--- src/rtl/spc_pcx_req_ctl.sv ---
// spc_pcx_req_ctl
//   Core-side PCX request issue and credit controller. Accepts one-hot
//   destination requests from the core PCX queue, drives single-cycle request
//   strobes toward the PCX, keeps per-destination outstanding counters that
//   are returned on grant, and holds off new requests while the PCX stalls.
//
//   state  | meaning
//   -------+-------------------------------------------------------------
//   IDLE   | ready for a new request (subject to stall and credit)
//   BEAT2  | first beat of an atomic pair issued; second beat goes out now
//
// Ports
//   rclk                    core clock, rising edge
//   reset                   synchronous active-high reset
//   req_vld                 core has a request this cycle
//   req_dest[4:0]           one-hot destination (3:0 L2 banks, 4 FPU/IO)
//   req_atom                request is an atomic two-packet pair
//   pcx_spc_grant_bufpm_pa  per-destination grant, one pulse per packet
//   pcx_stall_bufpm_pq      PCX stall, blocks new accepts
//   req_rdy                 combinational accept qualifier
//   spc_pcx_req_pq          registered one-hot request strobe
//   spc_pcx_atom_pq         registered, first beat of an atomic pair
//   pcx_idle                registered, nothing outstanding
//   pcx_cred_err            registered, sticky spurious-grant flag
module spc_pcx_req_ctl #(
    parameter int DEPTH = 2   // 2 or 3; counters are 2 bits wide
) (
    input  logic       rclk,
    input  logic       reset,
    input  logic       req_vld,
    input  logic [4:0] req_dest,
    input  logic       req_atom,
    input  logic [4:0] pcx_spc_grant_bufpm_pa,
    input  logic       pcx_stall_bufpm_pq,
    output logic       req_rdy,
    output logic [4:0] spc_pcx_req_pq,
    output logic       spc_pcx_atom_pq,
    output logic       pcx_idle,
    output logic       pcx_cred_err
);

    localparam logic [1:0] DEPTH_C  = 2'(DEPTH);
    localparam logic [1:0] DEPTH_M2 = 2'(DEPTH - 2);

    typedef enum logic {
        ST_IDLE  = 1'b0,
        ST_BEAT2 = 1'b1
    } state_t;

    state_t     state;
    logic [4:0] beat2_dest;
    logic [1:0] outst [5];

    logic       beat2;
    logic       dest_onehot;
    logic [1:0] sel_cnt;
    logic       credit_ok;
    logic       accept;
    logic [1:0] cnt_nxt [5];
    logic [4:0] spurious;
    logic       idle_nxt;

    assign beat2 = (state == ST_BEAT2);

    assign dest_onehot = (req_dest != 5'd0) &&
                         ((req_dest & (req_dest - 5'd1)) == 5'd0);

    // Counter of the selected destination; valid only when req_dest is one-hot.
    always_comb begin
        sel_cnt = 2'd0;
        for (int d = 0; d < 5; d++) begin
            if (req_dest[d]) sel_cnt = sel_cnt | outst[d];
        end
    end

    // An atomic pair needs two free slots up front so the second beat never
    // has to wait for credit.
    assign credit_ok = dest_onehot &&
                       (req_atom ? (sel_cnt <= DEPTH_M2) : (sel_cnt < DEPTH_C));

    assign req_rdy = !reset && !pcx_stall_bufpm_pq && !beat2 && credit_ok;
    assign accept  = req_vld && req_rdy;

    // A grant against an empty counter is discarded and flagged; otherwise
    // accept and grant to the same destination combine into a net update.
    // Sum never exceeds DEPTH because req_rdy guards the increment.
    always_comb begin
        spurious = 5'd0;
        for (int d = 0; d < 5; d++) begin
            logic [1:0] inc;
            logic [1:0] dec;
            inc = 2'd0;
            dec = 2'd0;
            if (accept && req_dest[d]) inc = req_atom ? 2'd2 : 2'd1;
            if (pcx_spc_grant_bufpm_pa[d]) begin
                if (outst[d] == 2'd0) spurious[d] = 1'b1;
                else                  dec = 2'd1;
            end
            cnt_nxt[d] = outst[d] + inc - dec;
        end
    end

    always_comb begin
        idle_nxt = !(accept && req_atom);
        for (int d = 0; d < 5; d++) begin
            if (cnt_nxt[d] != 2'd0) idle_nxt = 1'b0;
        end
    end

    always_ff @(posedge rclk) begin
        if (reset) begin
            state           <= ST_IDLE;
            beat2_dest      <= 5'd0;
            spc_pcx_req_pq  <= 5'd0;
            spc_pcx_atom_pq <= 1'b0;
            pcx_idle        <= 1'b1;
            pcx_cred_err    <= 1'b0;
            for (int d = 0; d < 5; d++) outst[d] <= 2'd0;
        end else begin
            for (int d = 0; d < 5; d++) outst[d] <= cnt_nxt[d];
            pcx_idle     <= idle_nxt;
            pcx_cred_err <= pcx_cred_err | (|spurious);

            case (state)
                ST_IDLE: begin
                    if (accept) begin
                        spc_pcx_req_pq  <= req_dest;
                        spc_pcx_atom_pq <= req_atom;
                        if (req_atom) begin
                            state      <= ST_BEAT2;
                            beat2_dest <= req_dest;
                        end
                    end else begin
                        spc_pcx_req_pq  <= 5'd0;
                        spc_pcx_atom_pq <= 1'b0;
                    end
                end
                ST_BEAT2: begin
                    // Second beat goes out regardless of stall to keep the pair contiguous.
                    spc_pcx_req_pq  <= beat2_dest;
                    spc_pcx_atom_pq <= 1'b0;
                    state           <= ST_IDLE;
                end
                default: begin
                    spc_pcx_req_pq  <= 5'd0;
                    spc_pcx_atom_pq <= 1'b0;
                    state           <= ST_IDLE;
                end
            endcase
        end
    end

endmodule

--- config.mk ---
export PLATFORM = sky130hd
export DESIGN_NAME = spc_pcx_req_ctl
export DESIGN_NICKNAME = d
export VERILOG_FILES = /design/src/rtl/spc_pcx_req_ctl.sv
export SDC_FILE = /design/constraint.sdc
export NUM_CORES = 1
export LEC_CHECK = 0
export ABC_CLOCK_PERIOD_IN_PS = 4300
export BUFFER_PORTS_ARGS = -buffer_cell sky130_fd_sc_hd__buf_2
export CAP_MARGIN = 20
export CORE_UTILIZATION = 45
export CTS_CLUSTER_DIAMETER = 120
export CTS_CLUSTER_SIZE = 10
export DETAILED_ROUTE_END_ITERATION = 7
export PLACE_DENSITY = 0.69
export SYNTH_ARGS = -nofsm -noshare
export SYNTH_HDL_FRONTEND = slang
export SYNTH_SLANG_ARGS = --single-unit
--- constraint.sdc ---
create_clock -name rclk -period 4.3 [get_ports rclk]
set_input_delay 0.86 -clock rclk [delete_from_list [all_inputs] [get_ports rclk]]
set_output_delay 0.86 -clock rclk [all_outputs]
set_load 0.02 [all_outputs]
==> key figures, run 1 <==
Critical path
  – CP peak stage delay: ~0.51 ns
  – CP max-delay cell: nor4_1
  – CP Capture Type: register
  – Crit Path Max Fanout: 8
  – Most frequent CP cell: nor4_1
  – Critical path class: primary input to register
  – WP data required: about 4.6 ns
  – Critical path arrival: 3.69 ns
  – Crit path buf inv count: 1
  – Critical-path cell list: buf_2 > nor4_1 > mux2_2 > nor4_1 > and2_1 > ha_1 > or4_1 > nor3_1 > a31o_2
  – Setup crit start kind: primary input
  – Crit-path leading delay family: simple AND/OR/NAND/NOR gates

STA
  – Sum Neg Setup Slack: 0 ns
  – Setup violators final: 0
  – Worst clock skew: between 0.004 and 0.005 ns
  – Hold Vio Cnt, Final: 0
  – Worst slew pin tran: 0.658 ns
  – RSZ-0062 raised after global routing: false
  – Fmax: slightly below 300 MHz
  – Slew headroom: between 50% and 60%
  – Final period utilization: around 80%
  – Fin crit period: between 3 and 4 ns
  – Max-slew violations: 0

Synthesis
  – FF+latch count, synth: 23
  – Synth unique cells: 39
  – Mean Syn Cell Area: roughly 8.6 um^2
  – Adder-Cell Fraction of Synth Area: 9.12%
  – Synth Instances: between 150 and 200
  – Seq/Total Area, Yosys: between 30% and 40%
  – Post-synthesis compound-gate area fraction: roughly 15%
  – Syn_nets: roughly 190
  – Post-synth EDFFs: 0
  – Xor/xnor share of the synthesized area: 6.38%
  – Multiplexer share of the synthesized area: under 10%
  – Ys Warns: 0
  – Synth Cell Area: between 0.001 and 0.0015 mm^2
  – Ys flop type: dfxtp_1
  – Post-Synth Simple-Gate Area: about a quarter
  – Fraction of registers with async set/reset: 0%
  – Largest family of logic cells by synthesized area: simple AND/OR/NAND/NOR gates

Cells and area
  – Post-layout util: about 52%
  – Final nets: between 200 and 250
  – Antenna cells: 0
  – Filler cells: about 280
  – Synth-to-layout area growth: 8.02%
  – Share of cells above drive strength 1: 19.6%
  – Most frequent cells in the layout: dfxtp_1 (23), buf_2 (23), inv_1 (15), nor2_1 (13)

Power and ir drop
  – P_int: between 400 and 500 uW
  – Sequential Power Share: around two fifths
  – Clock share of power: 14.1%
  – Pwr/cell area: 486 mW/mm^2
  – LEAKAGE: between 0.6 and 0.7 nW
  – Switching power total: 277 uW
  – Logic pwr share: 46.5%
  – Maximum vdd drop: ~240 uV
  – Switching share of total power: 38.4%

Clocking
  – Htree depth: 1
  – Post-CTS Setup Inserts: 0
  – Hold_buf cts: 0
  – Clock transition at path regs: roughly 0.13 ns
  – Clock root cell: clkbuf_4
  – Clock Latency Late Sink: 0.31 ns
  – Cts repair resizes: 0
  – Longest Clk Path Bufs: 2
  – CTS tree: yes
  – Total CTS buffers: 3
  – Clock Sink Count: 23

Global route
  – Initial antenna violation count: 0
  – Grt ovf: 0
  – Largest net degree at the start of global routing: 23
  – First-pass GRT wire length: between 5000 and 6000 um
  – GRT Overall Usage: roughly a fifth
  – Vias in the first global route: between 1000 and 1500

Flow run
  – Max-Cap Viols: 0

Status
  – Failing checks: design-rule violations
  – Status: finished with violations

Min path
  – Hold crit path type: register to register

Routing
  – Routed vias/inst: approximately 5.5
  – Wire length per cell: ~14 um
  – Routed wire length: between 2000 and 3000 um
  – Antenna Nets Post-Route: 0
  – Vias: around 1200
  – Drt pass-1 iters: 8
  – Drt initial violations: 40
  – DR DRC count: 3

Die
  – IO Pins: 24
  – Core Region: 0.00283 mm^2
  – Die boundary width: 57.2 um
  – Row Count: 19
  – Die height: 57.2 um
  – Starting Density: 48.5%
  – Die area: about 0.0033 mm^2

Place
  – Placer Congestion: just under 0.9
  – PortBufs: 23
  – Post-DP HPWL: approximately 2300 um
metrics by stage:
step | cells | worst slack [ns] | cell area (um^2) | hold slack, ns | total power, mW
2_1_floorplan | 160 | 0.883 | 1370 | 0.431 | 0.546
3_3_place_gp | 206 | 0.692 | 1460 | 0.441 | 0.612
3_5_place_dp | 206 | 0.565 | 1460 | 0.445 | 0.622
4_1_cts | 210 | 0.892 | 1480 | 0.463 | 0.726
5_1_grt | 210 | 0.738 | 1480 | 0.488 | 0.793
6_report | 210 | 0.880 | 1480 | 0.463 | 0.720
cell type report:
type | count | area, um^2 | area share (%)
Sequential cell | 23 | 460 | 31.1
Timing Repair Buffer | 23 | 115 | 7.76
Multi-Input combinational cell | 114 | 786 | 53.0
Clock buffer | 4 | 26.3 | 1.77
Tap cell | 31 | 38.8 | 2.62
Inverter | 15 | 56.3 | 3.80
per-layer routing:
layer | GRT usage, % | vias to the layer above | share of wire, %
met5 | 0 | - | 0
met4 | 9.06 | 0 | 1.7
met3 | 2.49 | 6 | 5.4
met2 | 31.4 | 28 | 45
met1 | 27.4 | 529 | 48
li1 | - | 600 | -
path summary, 6_finish.rpt:
check	startpoint	endpoint	slack [ns]	depth (start not counted)
max	req_dest[0]	pcx_idle$_SDFF_PP1_	0.88	9
max reg2reg	outst[0][9]$_SDFF_PP0_	pcx_idle$_SDFF_PP1_	1.53	8
min reg2reg	beat2_dest[3]$_SDFFE_PP0P_	beat2_dest[3]$_SDFFE_PP0P_	0.46	2
min	beat2_dest[3]$_SDFFE_PP0P_	beat2_dest[3]$_SDFFE_PP0P_	0.46	2
logic make-up (layout without fill, tap and decap cells):
family | after synthesis | count (layout)
xor+xnor | 10 | 10
flops | 23 | 23
fa+ha+maj | 10 | 10
buf+inv | 23 | 42
compound gates | 31 | 31
simple gates | 61 | 61
mux | 2 | 2
worst register-to-register path: cells and delay by family (launching register included):
family                     cells  cell delay [ns]
adders and majority gates      1             0.23
DFF                            1             0.35
AOI/OAI and AO/OA              1             0.17
and+or+nand+nor                5             1.68
muxes                          1             0.29
synth_stat cells (2+ instances only):
library cell | instances | share of area [%]
a21oi_1 | 10 | 3.6
a22oi_1 | 3 | 1.6
a32oi_1 | 5 | 3.2
and2_1 | 4 | 1.8
and3_1 | 2 | 0.91
and4_1 | 2 | 1.3
buf_6 | 4 | 3.3
clkbuf_1 | 2 | 0.55
dfxtp_1 | 23 | 34
ha_1 | 10 | 9.1
inv_1 | 15 | 4.1
nand2_1 | 9 | 2.5
nor2_1 | 13 | 3.6
nor2b_1 | 10 | 4.6
nor3_1 | 3 | 1.1
nor4_1 | 5 | 2.3
o21ai_0 | 6 | 2.2
or3_1 | 4 | 1.8
xnor2_1 | 10 | 6.4
sequential cells by signal, indices dropped and copies added (netlist names):
name             cells
spc_pcx_req_pq       5
outst               10
pcx_idle             1
pcx_cred_err         1
spc_pcx_atom_pq      1
beat2_dest           5
power groups by stage:
| stage | sequential (mW) | clock (mW) | combinational, mW |
|---|---|---|---|
| after global placement | 0.288 | 0 | 0.323 |
| final | 0.284 | 0.101 | 0.335 |
| after detailed placement | 0.288 | 0 | 0.334 |
| after floorplan | 0.285 | 0 | 0.260 |
| after global routing | 0.288 | 0.116 | 0.388 |
| after CTS | 0.283 | 0.107 | 0.336 |
(Power assumes the default switching activity.)
==> run 2: changes to the inputs <==
- ABC_CLOCK_PERIOD_IN_PS: 4300 -> 2800
- PLACE_DENSITY: 0.69 -> 0.72
- clock period: 4.3 -> 2.8 ns (I/O delays scaled with it)
==> run 2 against run 1 <==
The run still ends with design-rule violations left. Die area unchanged. Critical path depth unchanged. Cell area up 10%.
==> key figures, run 2 (same netlist as run 1, synthesis figures left out) <==
Die
  – IO Pins: 24
  – Die height: 57.2 um
  – Core Region: 0.00283 mm^2
  – Starting Density: roughly 49%
  – Row Count: 19
  – Die boundary width: between 50 and 60 um
  – Die area: approximately 0.0033 mm^2

Status
  – Failing checks: design-rule violations
  – Status: finished with violations

Global route
  – First-pass GRT wire length: 5580 um
  – Largest net degree at the start of global routing: 22
  – Initial antenna violation count: 0
  – Grt ovf: 0
  – Vias in the first global route: between 1000 and 1500
  – GRT Overall Usage: roughly 22%

STA
  – Fin crit period: 2.67 ns
  – Fmax: around 380 MHz
  – Hold Vio Cnt, Final: 0
  – Sum Neg Setup Slack: 0 ns
  – Final period utilization: between 90% and 100%
  – Hold_ws: about 0.47 ns
  – Slew headroom: 65.5%
  – Worst slew pin tran: 0.514 ns
  – Max-slew violations: 0
  – RSZ-0062 raised after global routing: false
  – PnR worst setup slack: around 0.13 ns
  – Setup violators final: 0
  – Worst clock skew: around 0.0031 ns

Clocking
  – Hold_buf cts: 0
  – Clock Latency Late Sink: 0.32 ns
  – Clock transition at path regs: 0.13 ns
  – Post-CTS Setup Inserts: 0
  – CTS tree: yes
  – Htree depth: 1
  – Clock Sink Count: 23
  – Total CTS buffers: 3
  – Clock root cell: clkbuf_4
  – Longest Clk Path Bufs: 2

Cells and area
  – Top Registers: outst x10, beat2_dest x5, spc_pcx_req_pq x5
  – Final nets: 219
  – Fin cells: 224
  – Max reg flops: 10
  – Share of cells above drive strength 1: 28.0%
  – Largest Register: outst
  – Most frequent cells in the layout: dfxtp_1 (23), buf_2 (23), inv_1 (15), buf_4 (14), nor2_1 (13)
  – Antenna cells: 0
  – Synth-to-layout area growth: 19.1%

Routing
  – Drt pass-1 iters: 6
  – Drt initial violations: 52
  – Antenna Nets Post-Route: 0
  – Routed vias/inst: roughly 5.7
  – Wire length per cell: about 15 um
  – Routed wire length: ~3300 um
  – Vias: about 1300
  – DR DRC count: 4

Critical path
  – Critical path class: primary input to register
  – Setup crit start kind: primary input
  – Critical path arrival: 2.94 ns
  – Crit Path Max Fanout: 5
  – CP Capture Type: register
  – WP data required: a little over 3 ns

Place
  – Post-DP HPWL: between 2000 and 3000 um
  – PortBufs: 23
  – Placer Congestion: ~0.86
  – Pre-CTS setup slack: -0.185 ns
  – Placed insts: 220

Min path
  – Hold crit path type: register to register

Power and ir drop
  – Overall Power: 1.17 mW
  – Maximum vdd drop: ~370 uV
  – LEAKAGE: about 0.74 nW
  – Pwr/cell area: approximately 720 mW/mm^2

Flow run
  – Max-Cap Viols: 0
[run 2: changes by cell type in the layout (fill, tap and decap cells not counted), sizes merged]
cell / change
clkbuf: -1
clkinv: +1
buf: +14
[run 2: per-layer routing]
metal  vias to the layer above  global-route usage [%]  routed length (um)
met3                         7                    3.40                 215
met1                       606                    28.4                1430
li1                        626                       -                   -
met5                         -                       0                   0
met2                        47                    37.5                1600
met4                         0                    10.1                  64
[run 2: worst max-delay path, cell delays in order]
cell	delay, ns
buf_2	0.12
nor4_4	0.32
mux2_4	0.35
nor4_4	0.35
and2_1	0.18
ha_1	0.24
or4_1	0.53
nor3_2	0.12
a31o_2	0.16
[run 2: power by group]
group          internal (mW)  switching, mW  total, mW  leakage, nW
clock network         0.0535          0.104      0.158       0.0177
registers              0.387         0.0468      0.434        0.187
logic                  0.271          0.306      0.577        0.533
[run 2: worst paths after layout]
path                            depth (start not counted)                  startpoint  slack (ns)                    endpoint
worst max-delay path                                    9                 req_dest[0]        0.13         pcx_idle$_SDFF_PP1_
worst min register to register                          2  beat2_dest[3]$_SDFFE_PP0P_        0.47  beat2_dest[3]$_SDFFE_PP0P_
worst min-delay path                                    2  beat2_dest[3]$_SDFFE_PP0P_        0.47  beat2_dest[3]$_SDFFE_PP0P_
worst max register to register                          8      outst[0][9]$_SDFF_PP0_        0.22         pcx_idle$_SDFF_PP1_
[run 2: per-stage QoR]
stage	util, %	cell area [um^2]
final	57.8	1630
after global routing	57.8	1630
after CTS	57.4	1620
after detailed placement	56.4	1600
after global placement	56.4	1600
after floorplan	-	1410
[run 2: area by class of cell]
cell class | count | area [um^2]
multi-input cells | 114 | 831
clock inverters | 1 | 5.00
well taps | 31 | 38.8
inverters | 15 | 56.3
clock buffers | 3 | 22.5
fillers | 263 | 1190
flip-flops and latches | 23 | 460
repair buffers | 37 | 220
[run 2: repair_timing]
action / CTS / global route
gates resized for setup: 0 / 2
setup endpoints to repair: 0 / 1
endpoints found under the hold margin: 0 / 0
